<file path="config.mk">
export PLATFORM = sky130hd
export DESIGN_NAME = seg_pipe_adder_flat
export DESIGN_NICKNAME = d
export VERILOG_FILES = /design/src/rtl/seg_pipe_adder_pkg.sv /design/src/rtl/seg_pipe_adder_if.sv /design/src/rtl/seg_pipe_adder_adder_seg.sv /design/src/rtl/seg_pipe_adder.sv /design/src/flat_wrapper.sv
export SDC_FILE = /design/constraint.sdc
export NUM_CORES = 1
export LEC_CHECK = 0
export CAP_MARGIN = 20
export CORE_ASPECT_RATIO = 1.1
export CORE_MARGIN = 1
export CORE_UTILIZATION = 60
export CTS_BUF_LIST = sky130_fd_sc_hd__clkbuf_8
export DETAILED_ROUTE_END_ITERATION = 8
export DONT_BUFFER_PORTS = 1
export GPL_TIMING_DRIVEN = 0
export PLACE_DENSITY = 0.79
export SLEW_MARGIN = 20
export SYNTH_ARGS = -nofsm -noshare
export SYNTH_HDL_FRONTEND = slang
export SYNTH_HIERARCHICAL = 1
export SYNTH_SLANG_ARGS = --single-unit
</file>
<file path="constraint.sdc">
create_clock -name clk -period 4.7 [get_ports clk]
set_clock_uncertainty 0.05 [all_clocks]
set_input_delay 1.175 -clock clk [delete_from_list [all_inputs] [get_ports clk]]
set_output_delay 1.175 -clock clk [all_outputs]
set_load 0.02 [all_outputs]
</file>
<file path="src/rtl/seg_pipe_adder_pkg.sv">
// seg_pipe_adder_pkg
// Shared constants for the segmented pipelined adder: default operand width,
// default slice width and the stage-count derivation used by the top level.
// No ports (package).
package seg_pipe_adder_pkg;

  localparam int DEF_WIDTH = 32;
  localparam int DEF_SEG   = 8;

  // Number of pipeline stages: one stage per SEG-bit slice of the operands.
  function automatic int calc_nstg(input int width, input int seg);
    return width / seg;
  endfunction

  localparam int DEF_NSTG = calc_nstg(DEF_WIDTH, DEF_SEG);

endpackage

</file>
<file path="src/rtl/seg_pipe_adder_if.sv">
// seg_pipe_adder_if
// Bus bundle between a requester and the segmented pipelined adder.
//   en        pipeline advance (0 = hold everything)
//   flush     synchronous clear of all in-flight valid bits
//   in_valid  a/b/cin/sub carry an operation this cycle
//   a, b      operands (WIDTH bits)
//   cin       carry-in, ignored for subtraction
//   sub       0 = a+b+cin, 1 = a-b
//   out_valid sum/cout/ovf carry a result this cycle
//   sum       result modulo 2^WIDTH
//   cout      carry out of the MSB (for subtraction 1 = no borrow)
//   ovf       two's-complement signed overflow
// Modports: master drives the request side, slave is the adder.
interface seg_pipe_adder_if
  import seg_pipe_adder_pkg::*;
#(
  parameter int WIDTH = DEF_WIDTH
);

  logic             en;
  logic             flush;
  logic             in_valid;
  logic [WIDTH-1:0] a;
  logic [WIDTH-1:0] b;
  logic             cin;
  logic             sub;
  logic             out_valid;
  logic [WIDTH-1:0] sum;
  logic             cout;
  logic             ovf;

  modport master (
    output en, flush, in_valid, a, b, cin, sub,
    input  out_valid, sum, cout, ovf
  );

  modport slave (
    input  en, flush, in_valid, a, b, cin, sub,
    output out_valid, sum, cout, ovf
  );

endinterface

</file>
<file path="src/rtl/seg_pipe_adder_adder_seg.sv">
// adder_seg
// Combinational SEG-bit ripple-carry adder built from per-bit full adders.
//   a, b  slice operands (SEG bits)
//   cin   carry into bit 0
//   sum   slice sum (SEG bits)
//   cout  carry out of the top bit
module adder_seg
  import seg_pipe_adder_pkg::*;
#(
  parameter int SEG = DEF_SEG
) (
  input  logic [SEG-1:0] a,
  input  logic [SEG-1:0] b,
  input  logic           cin,
  output logic [SEG-1:0] sum,
  output logic           cout
);

  logic [SEG:0] carry;

  always_comb begin
    carry    = '0;
    sum      = '0;
    carry[0] = cin;
    for (int i = 0; i < SEG; i++) begin
      sum[i]     = a[i] ^ b[i] ^ carry[i];
      carry[i+1] = (a[i] & b[i]) | (carry[i] & (a[i] ^ b[i]));
    end
  end

  assign cout = carry[SEG];

endmodule

</file>
<file path="src/rtl/seg_pipe_adder.sv">
// seg_pipe_adder
// Pipelined adder/subtractor that adds one SEG-bit slice per stage.
// Stage k adds slice k of the operands with the carry from stage k-1; the
// untouched upper operand slices and the finished lower sum slices travel
// with the operation so the full result leaves the last stage aligned.
// Latency is NSTG enabled cycles, throughput one operation per cycle.
//   clk    clock, rising edge
//   rst_n  asynchronous active-low reset
//   bus    seg_pipe_adder_if slave modport (request + result)
module seg_pipe_adder
  import seg_pipe_adder_pkg::*;
#(
  parameter int WIDTH = DEF_WIDTH,
  parameter int SEG   = DEF_SEG
) (
  input logic            clk,
  input logic            rst_n,
  seg_pipe_adder_if.slave bus
);

  localparam int NSTG = calc_nstg(WIDTH, SEG);
  localparam int MSB  = WIDTH - 1;

  // Per-stage inputs (what stage k sees) and registered stage state.
  logic [WIDTH-1:0] a_in [NSTG];
  logic [WIDTH-1:0] b_in [NSTG];
  logic [WIDTH-1:0] s_in [NSTG];
  logic             c_in [NSTG];
  logic             v_in [NSTG];

  logic [WIDTH-1:0] a_q [NSTG];
  logic [WIDTH-1:0] b_q [NSTG];
  logic [WIDTH-1:0] s_q [NSTG];
  logic             c_q [NSTG];
  logic             v_q [NSTG];
  logic             ovf_q;

  // Subtraction is folded in at capture: B is inverted and the carry-in
  // forced to 1, so later stages never need to know the mode.
  assign a_in[0] = bus.a;
  assign b_in[0] = bus.sub ? ~bus.b : bus.b;
  assign c_in[0] = bus.sub | bus.cin;
  assign s_in[0] = '0;
  assign v_in[0] = bus.in_valid;

  for (genvar k = 0; k < NSTG; k++) begin : g_stg
    logic [SEG-1:0]   slice_sum;
    logic             slice_cout;
    logic [WIDTH-1:0] sum_nxt;

    if (k > 0) begin : g_link
      assign a_in[k] = a_q[k-1];
      assign b_in[k] = b_q[k-1];
      assign s_in[k] = s_q[k-1];
      assign c_in[k] = c_q[k-1];
      assign v_in[k] = v_q[k-1];
    end

    adder_seg #(.SEG(SEG)) u_seg (
      .a    (a_in[k][k*SEG +: SEG]),
      .b    (b_in[k][k*SEG +: SEG]),
      .cin  (c_in[k]),
      .sum  (slice_sum),
      .cout (slice_cout)
    );

    // Merge this stage's slice into the partial sum carried from below.
    always_comb begin
      sum_nxt                = s_in[k];
      sum_nxt[k*SEG +: SEG]  = slice_sum;
    end

    // Flush clears valid even while stalled; data only moves when enabled.
    always_ff @(posedge clk or negedge rst_n) begin
      if (!rst_n) begin
        v_q[k] <= 1'b0;
        a_q[k] <= '0;
        b_q[k] <= '0;
        s_q[k] <= '0;
        c_q[k] <= 1'b0;
      end else begin
        if (bus.flush) begin
          v_q[k] <= 1'b0;
        end else if (bus.en) begin
          v_q[k] <= v_in[k];
        end
        if (bus.en) begin
          a_q[k] <= a_in[k];
          b_q[k] <= b_in[k];
          s_q[k] <= sum_nxt;
          c_q[k] <= slice_cout;
        end
      end
    end

    // Overflow is resolved in the last stage where the top sum bit exists.
    if (k == NSTG - 1) begin : g_ovf
      always_ff @(posedge clk or negedge rst_n) begin
        if (!rst_n) begin
          ovf_q <= 1'b0;
        end else if (bus.en) begin
          ovf_q <= (a_in[k][MSB] == b_in[k][MSB]) && (sum_nxt[MSB] != a_in[k][MSB]);
        end
      end
    end
  end

  assign bus.out_valid = v_q[NSTG-1];
  assign bus.sum       = s_q[NSTG-1];
  assign bus.cout      = c_q[NSTG-1];
  assign bus.ovf       = ovf_q;

endmodule

</file>
<file path="src/flat_wrapper.sv">
// flat-port wrapper written by rule: the top's interface ports become plain ports
module seg_pipe_adder_flat import seg_pipe_adder_pkg::*;
#(
  parameter int WIDTH = DEF_WIDTH,
  parameter int SEG   = DEF_SEG
)
  (clk, rst_n, bus_en, bus_flush, bus_in_valid, bus_a, bus_b, bus_cin, bus_sub, bus_out_valid, bus_sum, bus_cout, bus_ovf);
  seg_pipe_adder_if #(.WIDTH(WIDTH)) bus_i ();
  input logic clk;
  input logic rst_n;
  input wire logic [$bits(bus_i.en)-1:0] bus_en;
  input wire logic [$bits(bus_i.flush)-1:0] bus_flush;
  input wire logic [$bits(bus_i.in_valid)-1:0] bus_in_valid;
  input wire logic [$bits(bus_i.a)-1:0] bus_a;
  input wire logic [$bits(bus_i.b)-1:0] bus_b;
  input wire logic [$bits(bus_i.cin)-1:0] bus_cin;
  input wire logic [$bits(bus_i.sub)-1:0] bus_sub;
  output wire logic [$bits(bus_i.out_valid)-1:0] bus_out_valid;
  output wire logic [$bits(bus_i.sum)-1:0] bus_sum;
  output wire logic [$bits(bus_i.cout)-1:0] bus_cout;
  output wire logic [$bits(bus_i.ovf)-1:0] bus_ovf;
  assign bus_i.en = bus_en;
  assign bus_i.flush = bus_flush;
  assign bus_i.in_valid = bus_in_valid;
  assign bus_i.a = bus_a;
  assign bus_i.b = bus_b;
  assign bus_i.cin = bus_cin;
  assign bus_i.sub = bus_sub;
  assign bus_out_valid = bus_i.out_valid;
  assign bus_sum = bus_i.sum;
  assign bus_cout = bus_i.cout;
  assign bus_ovf = bus_i.ovf;
  seg_pipe_adder #(.WIDTH(WIDTH), .SEG(SEG)) u_core (.clk(clk), .rst_n(rst_n), .bus(bus_i));
endmodule
</file>
==> results.toml <==
[setup_path]
cp_top_family = "adder cells"
cp_slowest_cell = "fa_1"
regToRegSetupSlack_ns = 0.31
cp_cell_sequence = "buf_4 -> buf_8 -> or2_2 -> fa_1 -> inv_1 -> fa_1 -> inv_1 -> fa_2 -> fa_2 -> fa_2 -> fa_2 -> fa_2 -> inv_1 -> fa_1 -> inv_1 -> mux2_2"
crit_arrival_ns = 4.85
crit_path_start_kind = "primary input"
crit_path_frequent_cell = "fa_2"
crit_buf_inv = 6
cp-end-kind = "flip-flop"
cpPeakStageDelay_ns = 0.41
critical_path_required_ns = 5.05
crit_type = "in2reg"
crit_fanout = 10

[job]
drv_cap = 0

[cells_and_area]
final_layout_size_suffix_gt1_frac = 0.3894
layout.nets = 655
multi_input_area_sq_mm = 0.002988
diodes = 0
register_area_sq_mm = 0.004629
syn2layout_area_growth_pct = 8.593
final_cell_mix = "dfrtp_1, mux2_2, inv_1"
fillCellCount = 919
final_common_cell = "dfrtp_1"

[hold_path]
hp-class = "in2async"

[logic_synthesis]
synth_nets = 636
syn_inst = 533
yosysWarnings = 6
synth_cell_types = 16
seq_area_frac_synth = 0.5770
ys_seq_elements = 185
synth_area_sq_mm = 0.008023
synth.avg_cell_area_sq_um = 15.05

[timing]
rsz0062_at_grt = "no"
hold_viol_final = 0
slew_headroom = 0.7703
min_period_ns = 4.501
finalMaxSlewViolations = 0
fin_hold_ws_ns = 0.3606
timing.fmax_mhz = 222.1
setup_ws_ns = 0.1985
setup_viol = 0
fin_crit_sh = 0.9578
fin_setup_tns_ns = 0
worst_slew_pin_slew_ns = 0.3445

[global_routing]
grt_max_degree = 186
gr-usage-all-layers = 0.2171
grt_pass1_vias = 4443
antenna_found_initial = 0
overflow = 0
grt_pass1_wl_microns = 22210

[outcome]
status = "complete, but fails checks"
violations = "design-rule violations"

[clocking]
htreeDepth = 4
cts.sinks = 185
clock_latency_ns = 0.45
root_buffer = "clkbuf_8"
ctsHoldBuffers = 0
cts_resized = 0
cts_tree = "yes"
cts_setup_buffers = 0
cts_made_buffers = 17
cts.clk_slew.worst_paths_ns = 0.09
clk_path_buf_depth = 2

[floorplan]
core_sq_mm = 0.01280
core.rowCount = 43
dieArea_sq_mm = 0.01384
start_util = 0.6265
ios = 106
dieWidth_microns = 112.3
die_h_microns = 123.3

[placed_design]
gp_congestion = 0.7702
place_ws_ns = -0.2576
port_buffers = 0
hpwl_microns = 9537

[routing]
ant_nets = 0
drt_iter0_drc = 175
via_per_inst = 5.436
routed_wl_microns = 13570
via_count = 3925
wire_per_inst_microns = 18.79
firstDrtPassIters = 6
drc = 9

[pwr]
power.total_mw = 4.532
p_leak_nw = 3.791
p_per_area_mw_per_mm2 = 520.2
ir_worst_vdd_mv = 0.3289
==> sequential cells by signal, summed over array words and instances, names as in the netlist <==
signal	flops
u_core/bus.cout	1
u_core/bus.ovf	1
u_core/c_in	3
u_core/bus.out_valid	1
u_core/v_in	3
u_core/b_in	48
u_core/g_stg.sum_nxt	48
u_core/bus.sum	32
u_core/a_in	48
==> metal layers <==
metal,global-route usage,vias up,share of wire
met5,0,-,0
li1,-,1800,-
met3,0.07402,15,0.062
met2,0.3816,84,0.53
met4,0.08417,0,0.015
met1,0.2466,2026,0.40
==> kinds of logic after synthesis <==
group           Yosys count  share of synthesized area
fa+ha+maj                32                    0.07985
mux                     160                     0.2240
buf+inv                  67                    0.05209
simple gates             32                    0.01638
flops                   185                     0.5770
xor+xnor                 32                    0.03493
compound gates           25                    0.01575
==> per-stage QoR <==
stage	util	instances	cell area (sq um)
after floorplan	-	533	8039
after global placement	0.6432	690	8235
after detailed placement	0.6432	690	8235
after CTS	0.6804	722	8712
after global routing	0.6804	722	8712
final	0.6804	722	8712
==> synthesized netlist by cell type, drive strengths merged <==
library cell  count  share of area
nor2             29          0.014
mux2            156           0.22
xor2              8         0.0087
a21oi            24          0.015
mux2i             4         0.0050
buf              27          0.033
nand3b            1        0.00094
fa               32          0.080
dfrtp           185           0.58
inv              40          0.019
or2               1        0.00078
or3b              1         0.0011
xnor2            24          0.026
a31oi             1        0.00078
==> power breakdown <==
group	leakage [nW]	switching (mW)	internal, mW
combinational	1.41	0.298	0.490
clock	0.237	0.540	0.695
sequential	2.15	0.467	2.04
==> worst paths after layout <==
check	endpoint	depth (start not counted)	from
max in group asynchronous	u_core/b_in[93]	0	rst_n
min in group clk	u_core/g_stg[2].sum_nxt[3]	1	u_core/g_stg[2].sum_nxt[3]
worst max register to register	u_core/bus.ovf	14	u_core/a_in[24]
worst max-delay path	u_core/g_stg[1].sum_nxt[7]	16	bus_sub
worst min-delay path	u_core/bus.sum[11]	0	rst_n
worst min register to register	u_core/g_stg[2].sum_nxt[3]	1	u_core/g_stg[2].sum_nxt[3]
==> final cells by class <==
type / count / share of cell area
plain buffers: 27 / 0.03116
clock buffers: 18 / 0.02844
well taps: 157 / 0.02255
flip-flops and latches: 185 / 0.5314
inverters: 40 / 0.01723
multi-input cells: 281 / 0.3430
clock inverters: 14 / 0.02628
Power figures use the tool's default switching activity.
